==> src/rtl/piso_pkg.sv <==
// Shared types and helpers for the PISO transmitter.
package piso_pkg;

  typedef enum logic [1:0] {
    IDLE   = 2'd0,
    SHIFT  = 2'd1,
    PARITY = 2'd2
  } tx_state_t;

  localparam int DEFAULT_WIDTH = 6;

  // Callers zero-extend narrower words; the extra zeros do not change the XOR.
  function automatic logic even_parity(input logic [31:0] v);
    return ^v;
  endfunction

endpackage

==> src/rtl/piso_6_bit_tx_shift_reg.sv <==
// Loadable shift register; o_bit is the flop holding the bit currently on the line.
module piso_shift_reg #(
  parameter int WIDTH     = 6,
  parameter bit MSB_FIRST = 1'b1
) (
  input  logic             clk,
  input  logic             reset,
  input  logic             i_load,
  input  logic             i_shift_en,
  input  logic [WIDTH-1:0] i_data,
  output logic             o_bit
);

  logic [WIDTH-1:0] r_sr;

  // Zeros shift in behind the word, so the line returns to 0 after the last bit.
  always_ff @(posedge clk) begin
    if (reset)           r_sr <= '0;
    else if (i_load)     r_sr <= i_data;
    else if (i_shift_en) r_sr <= MSB_FIRST ? {r_sr[WIDTH-2:0], 1'b0} : {1'b0, r_sr[WIDTH-1:1]};
  end

  assign o_bit = MSB_FIRST ? r_sr[WIDTH-1] : r_sr[0];

endmodule

==> src/rtl/piso_6_bit_tx.sv <==
// Parallel-in serial-out transmitter with valid/ready input and back-to-back frames.
// Optional trailing even-parity bit enabled with `define PISO_PARITY_EN.
module piso_6_bit_tx
  import piso_pkg::*;
#(
  parameter int WIDTH     = DEFAULT_WIDTH,
  parameter bit MSB_FIRST = 1'b1
) (
  input  logic             clk,
  input  logic             reset,
  input  logic [WIDTH-1:0] in_data,
  input  logic             in_valid,
  output logic             in_ready,
  output logic             ser_out,
  output logic             ser_valid,
  output logic             frame_start,
  output logic             busy
);

  localparam int CNT_W = (WIDTH > 1) ? $clog2(WIDTH) : 1;
  localparam logic [CNT_W-1:0] LAST_CNT = CNT_W'(WIDTH - 1);

  tx_state_t        r_state;
  logic [CNT_W-1:0] r_bit_cnt;
  logic             r_ser_valid;
  logic             r_frame_start;

  logic             w_last_data;
  logic             w_end_cycle;
  logic             w_accept;
  logic             w_load;
  logic [WIDTH-1:0] w_load_data;

  assign w_last_data = (r_state == SHIFT) && (r_bit_cnt == LAST_CNT);

`ifdef PISO_PARITY_EN
  logic r_par;

  assign w_end_cycle = (r_state == PARITY);
  // On the last data bit the parity bit is loaded where the next bit would appear.
  assign w_load      = w_accept || w_last_data;
  assign w_load_data = w_accept ? in_data :
                       (MSB_FIRST ? {r_par, {(WIDTH-1){1'b0}}} : {{(WIDTH-1){1'b0}}, r_par});

  always_ff @(posedge clk) begin
    if (reset)         r_par <= 1'b0;
    else if (w_accept) r_par <= even_parity(32'(in_data));
  end
`else
  assign w_end_cycle = w_last_data;
  assign w_load      = w_accept;
  assign w_load_data = in_data;
`endif

  assign in_ready = !reset && ((r_state == IDLE) || w_end_cycle);
  assign w_accept = in_valid && in_ready;

  always_ff @(posedge clk) begin
    if (reset) begin
      r_state       <= IDLE;
      r_bit_cnt     <= '0;
      r_ser_valid   <= 1'b0;
      r_frame_start <= 1'b0;
    end else begin
      r_frame_start <= w_accept;
      case (r_state)
        IDLE: if (w_accept) begin
          r_state     <= SHIFT;
          r_bit_cnt   <= '0;
          r_ser_valid <= 1'b1;
        end
        SHIFT: if (r_bit_cnt != LAST_CNT) begin
          r_bit_cnt <= r_bit_cnt + 1'b1;
        end else begin
`ifdef PISO_PARITY_EN
          r_state <= PARITY;
`else
          r_state     <= w_accept ? SHIFT : IDLE;
          r_bit_cnt   <= '0;
          r_ser_valid <= w_accept;
`endif
        end
`ifdef PISO_PARITY_EN
        PARITY: begin
          r_state     <= w_accept ? SHIFT : IDLE;
          r_bit_cnt   <= '0;
          r_ser_valid <= w_accept;
        end
`endif
        default: begin
          r_state     <= IDLE;
          r_bit_cnt   <= '0;
          r_ser_valid <= 1'b0;
        end
      endcase
    end
  end

  piso_shift_reg #(
    .WIDTH     (WIDTH),
    .MSB_FIRST (MSB_FIRST)
  ) u_sr (
    .clk        (clk),
    .reset      (reset),
    .i_load     (w_load),
    .i_shift_en (!w_load),
    .i_data     (w_load_data),
    .o_bit      (ser_out)
  );

  assign ser_valid   = r_ser_valid;
  assign frame_start = r_frame_start;
  assign busy        = r_ser_valid;

endmodule

==> config.mk <==
export PLATFORM = sky130hd
export DESIGN_NAME = piso_6_bit_tx
export DESIGN_NICKNAME = d
export VERILOG_FILES = /design/src/rtl/piso_pkg.sv /design/src/rtl/piso_6_bit_tx_shift_reg.sv /design/src/rtl/piso_6_bit_tx.sv
export SDC_FILE = /design/constraint.sdc
export NUM_CORES = 1
export LEC_CHECK = 0
export ABC_AREA = 1
export CAP_MARGIN = 30
export CORE_AREA = 3 3 40 42
export CTS_CLUSTER_SIZE = 28
export DETAILED_ROUTE_END_ITERATION = 8
export DIE_AREA = 0 0 43 45
export PLACE_DENSITY = 0.71
export SYNTH_ARGS = -nofsm -noshare
export SYNTH_HDL_FRONTEND = slang
export SYNTH_SLANG_ARGS = --single-unit
export TNS_END_PERCENT = 20
==> constraint.sdc <==
create_clock -name clk -period 1 [get_ports clk]
set_input_delay 0.1 -clock clk [delete_from_list [all_inputs] [get_ports clk]]
set_output_delay 0.1 -clock clk [all_outputs]
set_load 0.05 [all_outputs]
# Yosys cells after proc, flatten, opt, wreduce, memory -nomap -nowiden
# Index checks and enable logic that the tools add are counted.
# word_totals
out_inout_bits	5
elab_cells	32
ff_bits	13
in_bits	9
# op_classes
n_bitwise	1
n_eq_ne	5
mux	11
n_reduce_logical	8
add_sub_neg	1
# ops
operator	n
two-way mux 3 bit	2
two-way mux 6 bit	1
one-hot mux 3 bit (2 select lines)	1
two-way mux 2 bit	2
inequality test 2 bit (second input constant)	2
one-hot mux 2 bit (2 select lines)	1
adder 3 x 1 -> 3 bit (second input constant)	1
equality test 3 bit (second input constant)	1
logical AND 1 bit	3
two-way mux 1 bit	3
inequality test 3 bit (second input constant)	1
equality test 2 x 1 -> 1 bit (second input constant)	1
logical NOT 2 bit	1
one-hot mux 1 bit (2 select lines)	1
AND reduction 2 bit	1
OR reduction 2 bit	1
logical NOT 1 bit	1
logical OR 1 bit	1
inverter 1 bit	1

# Logic depth before layout (Yosys ltp)
# logic_depth
word_depth	8
depth_mapped	5
ltp_nobuf	5

# Hierarchy
# Synthesis repeated with hierarchy kept, for this count alone.
# unflattened
hier_cells	80
hier_area_um2	533.0
# by_module_without_submodules
module	cells_per_inst	seq_area_each_um2	n_inst	area_per_inst_um2
piso_shift_reg	45	120.1	1	281.5
piso_6_bit_tx	35	100.1	1	251.5

# Worst setup path before layout
# OpenSTA, ideal clock, no wires.
# synth_timing
path_kind	reg2out
startpoint	reg, netlist name busy
endpoint	out in_ready
path_slack_ns	-0.335
stages_incl_launch_ff	4
required_ns	0.900
n_path_buf	0
arrival_time_ns	1.235
path_cell_list	dfxtp_1 -> nand2_1 -> nand2_1 -> inv_1
# synth_lines
item	line	text
to (decl)	piso_6_bit_tx.sv:13	output logic in_ready,

# Worst setup path after layout
# layout_timing
startpoint	reg r_bit_cnt[1]
endpoint	out in_ready
# layout_between
elab_chain_cells	4
# layout_rtl
item	line	text
from (decl)	piso_6_bit_tx.sv:24	logic [CNT_W-1:0] r_bit_cnt;
from (signal assigned)	piso_6_bit_tx.sv:73	r_bit_cnt <= r_bit_cnt + 1'b1;
equality test 3 bit	piso_6_bit_tx.sv:34	assign w_last_data = (r_state == SHIFT) && (r_bit_cnt == LAST_CNT);
logical AND 1 bit	piso_6_bit_tx.sv:34	
logical OR 1 bit	piso_6_bit_tx.sv:55	assign in_ready = !reset && ((r_state == IDLE) || w_end_cycle);
logical AND 1 bit	piso_6_bit_tx.sv:55	
# Every way passes these cells.

==> metrics.csv <==
stage,metric,value,unit
detailed_routing,Via Count,497,
placed_design,post-placement cell area,754.5,um^2
synth,largest area contributor in the netlist,dfxtp_1,
power,Clk network pwr share,27.9,%
sta,final hold slack,0.3486,ns
grt,global route overflow,0,
critical_path,"critical path fanouts, max",2,
clock_tree,CTS tree,yes,
min_path,hold depth,3,
placed_design,HPWL after detailed placement,829.1,um
clock_tree,Sink Count,11,
finish,Finished Cell Area,827.0,um^2
clock_tree,Max clock buf depth,2,
synth,area of the mapped netlist,521.8,um^2
floorplan,Initial Util,40.60,%
critical_path,kind of critical path,register to output port,
finish,post-layout util,64.36,%
power,Static Leak,0.0003717,uW
finish,FF+latch area,227.7,um^2
sta,Least-Margin Pin Slew,0.2656,ns
clock_tree,clock root cell,clkbuf_4,
synth,Compound-Gate Fraction of Synth Area,6.954,%
critical_path,Worst R2R Start,r_bit_cnt[2],
detailed_routing,drt drc,0,
finish,ratio of cells with drive above 1 in the final layout,35.42,%
floorplan,die area,1935,um^2
clock_tree,CTS Buf Count,3,
placed_design,placer's final routability congestion estimate,0.7550,
power,Tot Pwr,1076,uW
min_path,class of the worst hold path,primary input to register,
synth,combinational family with the most area after synthesis,simple AND/OR/NAND/NOR gates,
sta,fin crit period,1.172,ns
critical_path,"slowest stage delay, CP",0.34,ns
sta,Layout Skew,0.001018,ns
critical_path,cell family with most CP delay,flip-flops,
sta,max-slew violation count,0,
finish,"Area growth, synth to finish",58.51,%
clock_tree,Clock Latency Late Sink,0.27,ns
grt,Total GRT Usage,14.10,%
synth,XOR/XNOR Fraction of Synth Area,0,%
detailed_routing,vias per cell,4.477,
outcome,failing checks,setup timing,
sta,final setup fails,3,
clock_tree,H-Tree Depth,1,
power,switching power,310.6,uW
critical_path,Crit path arrival time,1.07,ns
floorplan,Die Y,45,um
synth,top cell type's share of synthesized area,42.21,%
power,Max rail drop VDD,0.0008183,V
sta,highest clock rate,0.8535,GHz
power,Net Sw Frac,28.87,%
detailed_routing,DR iter-0 viols,8,
min_path,Min-Delay Endpoint,u_sr.r_sr[0],
synth,"Seq/Total Area, Yosys",42.21,%
grt,largest net degree at the start of global routing,8,
power,internal power,765.2,uW
power,Logic pwr share,27.3,%
sta,Final TNS setup,-0.1938,ns
grt,global-route wire length before repair,2021,um
synth,Syn Area/Cell,7.147,um^2
sta,period utilization,117.2,%
detailed_routing,remaining antenna violation count,0,
grt,initial antenna violation count,0,
finish,Layout Nets,106,
critical_path,CP required,0.90,ns
power,sequential power share,44.8,%
detailed_routing,WL final,1181,um
critical_path,CP Cell Sequence,inv_2 -> nand3_2 -> nand2_2 -> nand2_2 -> clkinvlp_4 -> buf_12,
synth,net count after synthesis,82,
critical_path,crit start category,register,
finish,multi-input combinational cell area,237.7,um^2
run,max_cap viols,0,
critical_path,Critical R2R Capture,u_sr.r_sr[1],
synth,"top cells by area, synth","dfxtp_1 (42%), nand2_1 (17%), inv_1 (8.6%)",
placed_design,I/O Buffers,13,
critical_path,"Buf+Inv Stages, Crit Path",3,
min_path,min-delay src,in_data[0],
finish,# diodes,0,
critical_path,R2R setup slack,0.01,ns
sta,relative slew slack,82.24,%
sta,RSZ-0062 raised after global routing,true,
synth,Synth Warn #,0,
sta,Final Hold Viols,0,
sta,minimum setup slack in the final design,-0.1717,ns
detailed_routing,drt pass-1 iters,6,
synth,Unique masters post-synth,15,
floorplan,die width,43,um
critical_path,CP endpoint kind,output port,
floorplan,# rows,13,
critical_path,CP most frequent cell,nand2_2,
synth,Synth Area in Adders,0,%
finish,Fillers,110,
power,pwr dens,1301,nW/um^2
synth,multiplexer share of the synthesized area,0,%
floorplan,CORE AREA,1285,um^2
synth,Yosys reg bits,11,
critical_path,FF-to-FF path depth,5,
detailed_routing,wire per inst,10.64,um
critical_path,critical path's slowest cell,dfxtp_2,
synth,Post-Synth Simple-Gate Area,35.25,%
floorplan,I/O pin count,14,
synth,Synth Instances,73,
grt,number of global-route vias before repair,475,
outcome,outcome,"finished, violations left",
clock_tree,clock transition at the registers of the reported paths,0.07,ns
[area by class of cell]
| class | instances | area share [%] |
|---|---|---|
| Inverter | 14 | 7.413 |
| Sequential cell | 11 | 27.53 |
| Clock buffer | 4 | 3.177 |
| Tap cell | 15 | 2.269 |
| Multi-Input combinational cell | 45 | 28.74 |
| Timing Repair Buffer | 22 | 30.86 |
[tightest hold or removal path: stages]
cell	delay (ns)
clkdlybuf4s50_1	0.39
inv_1	0.05
nor2_1	0.03
[registers in the layout (all words and copies together), names as in the netlist]
signal and count:
busy 1, frame_start 1, r_bit_cnt 3, u_sr.r_sr 6
[per-stage QoR]
step | cells | setup slack, ns
6_report | 111 | -0.1717
5_1_grt | 111 | -0.2250
4_1_cts | 111 | -0.1805
3_5_place_dp | 104 | -0.1737
3_3_place_gp | 104 | -0.1545
2_1_floorplan | 73 | 0.01009
[cells in the final DEF, fill, tap and decap left out, types with 2 or more instances in the layout]
cell             Yosys  final
buf_12               0      5
clkdlybuf4s50_1      0      8
dfxtp_2              0      3
a21oi_2              3      3
buf_4                1      8
inv_1               12     10
clkbuf_4             0      3
nand2_2              1      3
nor2_1               8      8
dfxtp_1             11      7
nand4_1              5      5
nand2_1             24     21
inv_2                1      2
[routing by layer]
layer / routed length (um) / global-route usage, %
met4: 17 / 6.627
met3: 63 / 3.586
met1: 543 / 17.19
met5: 0 / 0
met2: 557 / 23.35
[power by group through the flow]
stage               combinational (uW)  clock [uW]  sequential [uW]
finish                             294         300              482
detailed placement                 262           0              497
floorplan                          114           0              518
CTS                                293         309              482
global route                       315         321              484
global placement                   260           0              496
[how the worst max path moves through the flow]
| stage | start | slack [ns] | to | cells past startpoint |
|---|---|---|---|---|
| floorplan | busy | 0.01 | in_ready | 3 |
| global placement | reset | -0.15 | in_ready | 5 |
| detailed placement | reset | -0.17 | r_bit_cnt[1] | 5 |
| CTS | r_bit_cnt[1] | -0.18 | in_ready | 6 |
| global route | r_bit_cnt[1] | -0.23 | in_ready | 6 |
| finish | r_bit_cnt[1] | -0.17 | in_ready | 6 |
[cells by family (layout without fill, tap and decap cells)]
logic type / after synthesis / count (layout)
AOI/OAI and AO/OA: 5 / 5
and+or+nand+nor: 40 / 40
DFF: 11 / 11
buffers and inverters: 17 / 40
[cells in the mapped netlist]
master,count
buf_6,1
nand3_1,1
buf_4,1
a21oi_2,3
nand4_4,1
inv_2,1
inv_1,12
nand2_1,24
clkbuf_2,1
o21ai_0,2
inv_6,1
nand4_1,5
nand2_2,1
nor2_1,8
dfxtp_1,11
[repair_timing]
action / in CTS / in global routing
pin swaps: 2 / 1
hold endpoints to repair: 0 / 0
gates resized for setup: 9 / 1
buffers inserted: 3 / 0
setup endpoints to repair: 1 / 9
hold buffers: 0 / 0
Power figures use the tool's default switching activity.
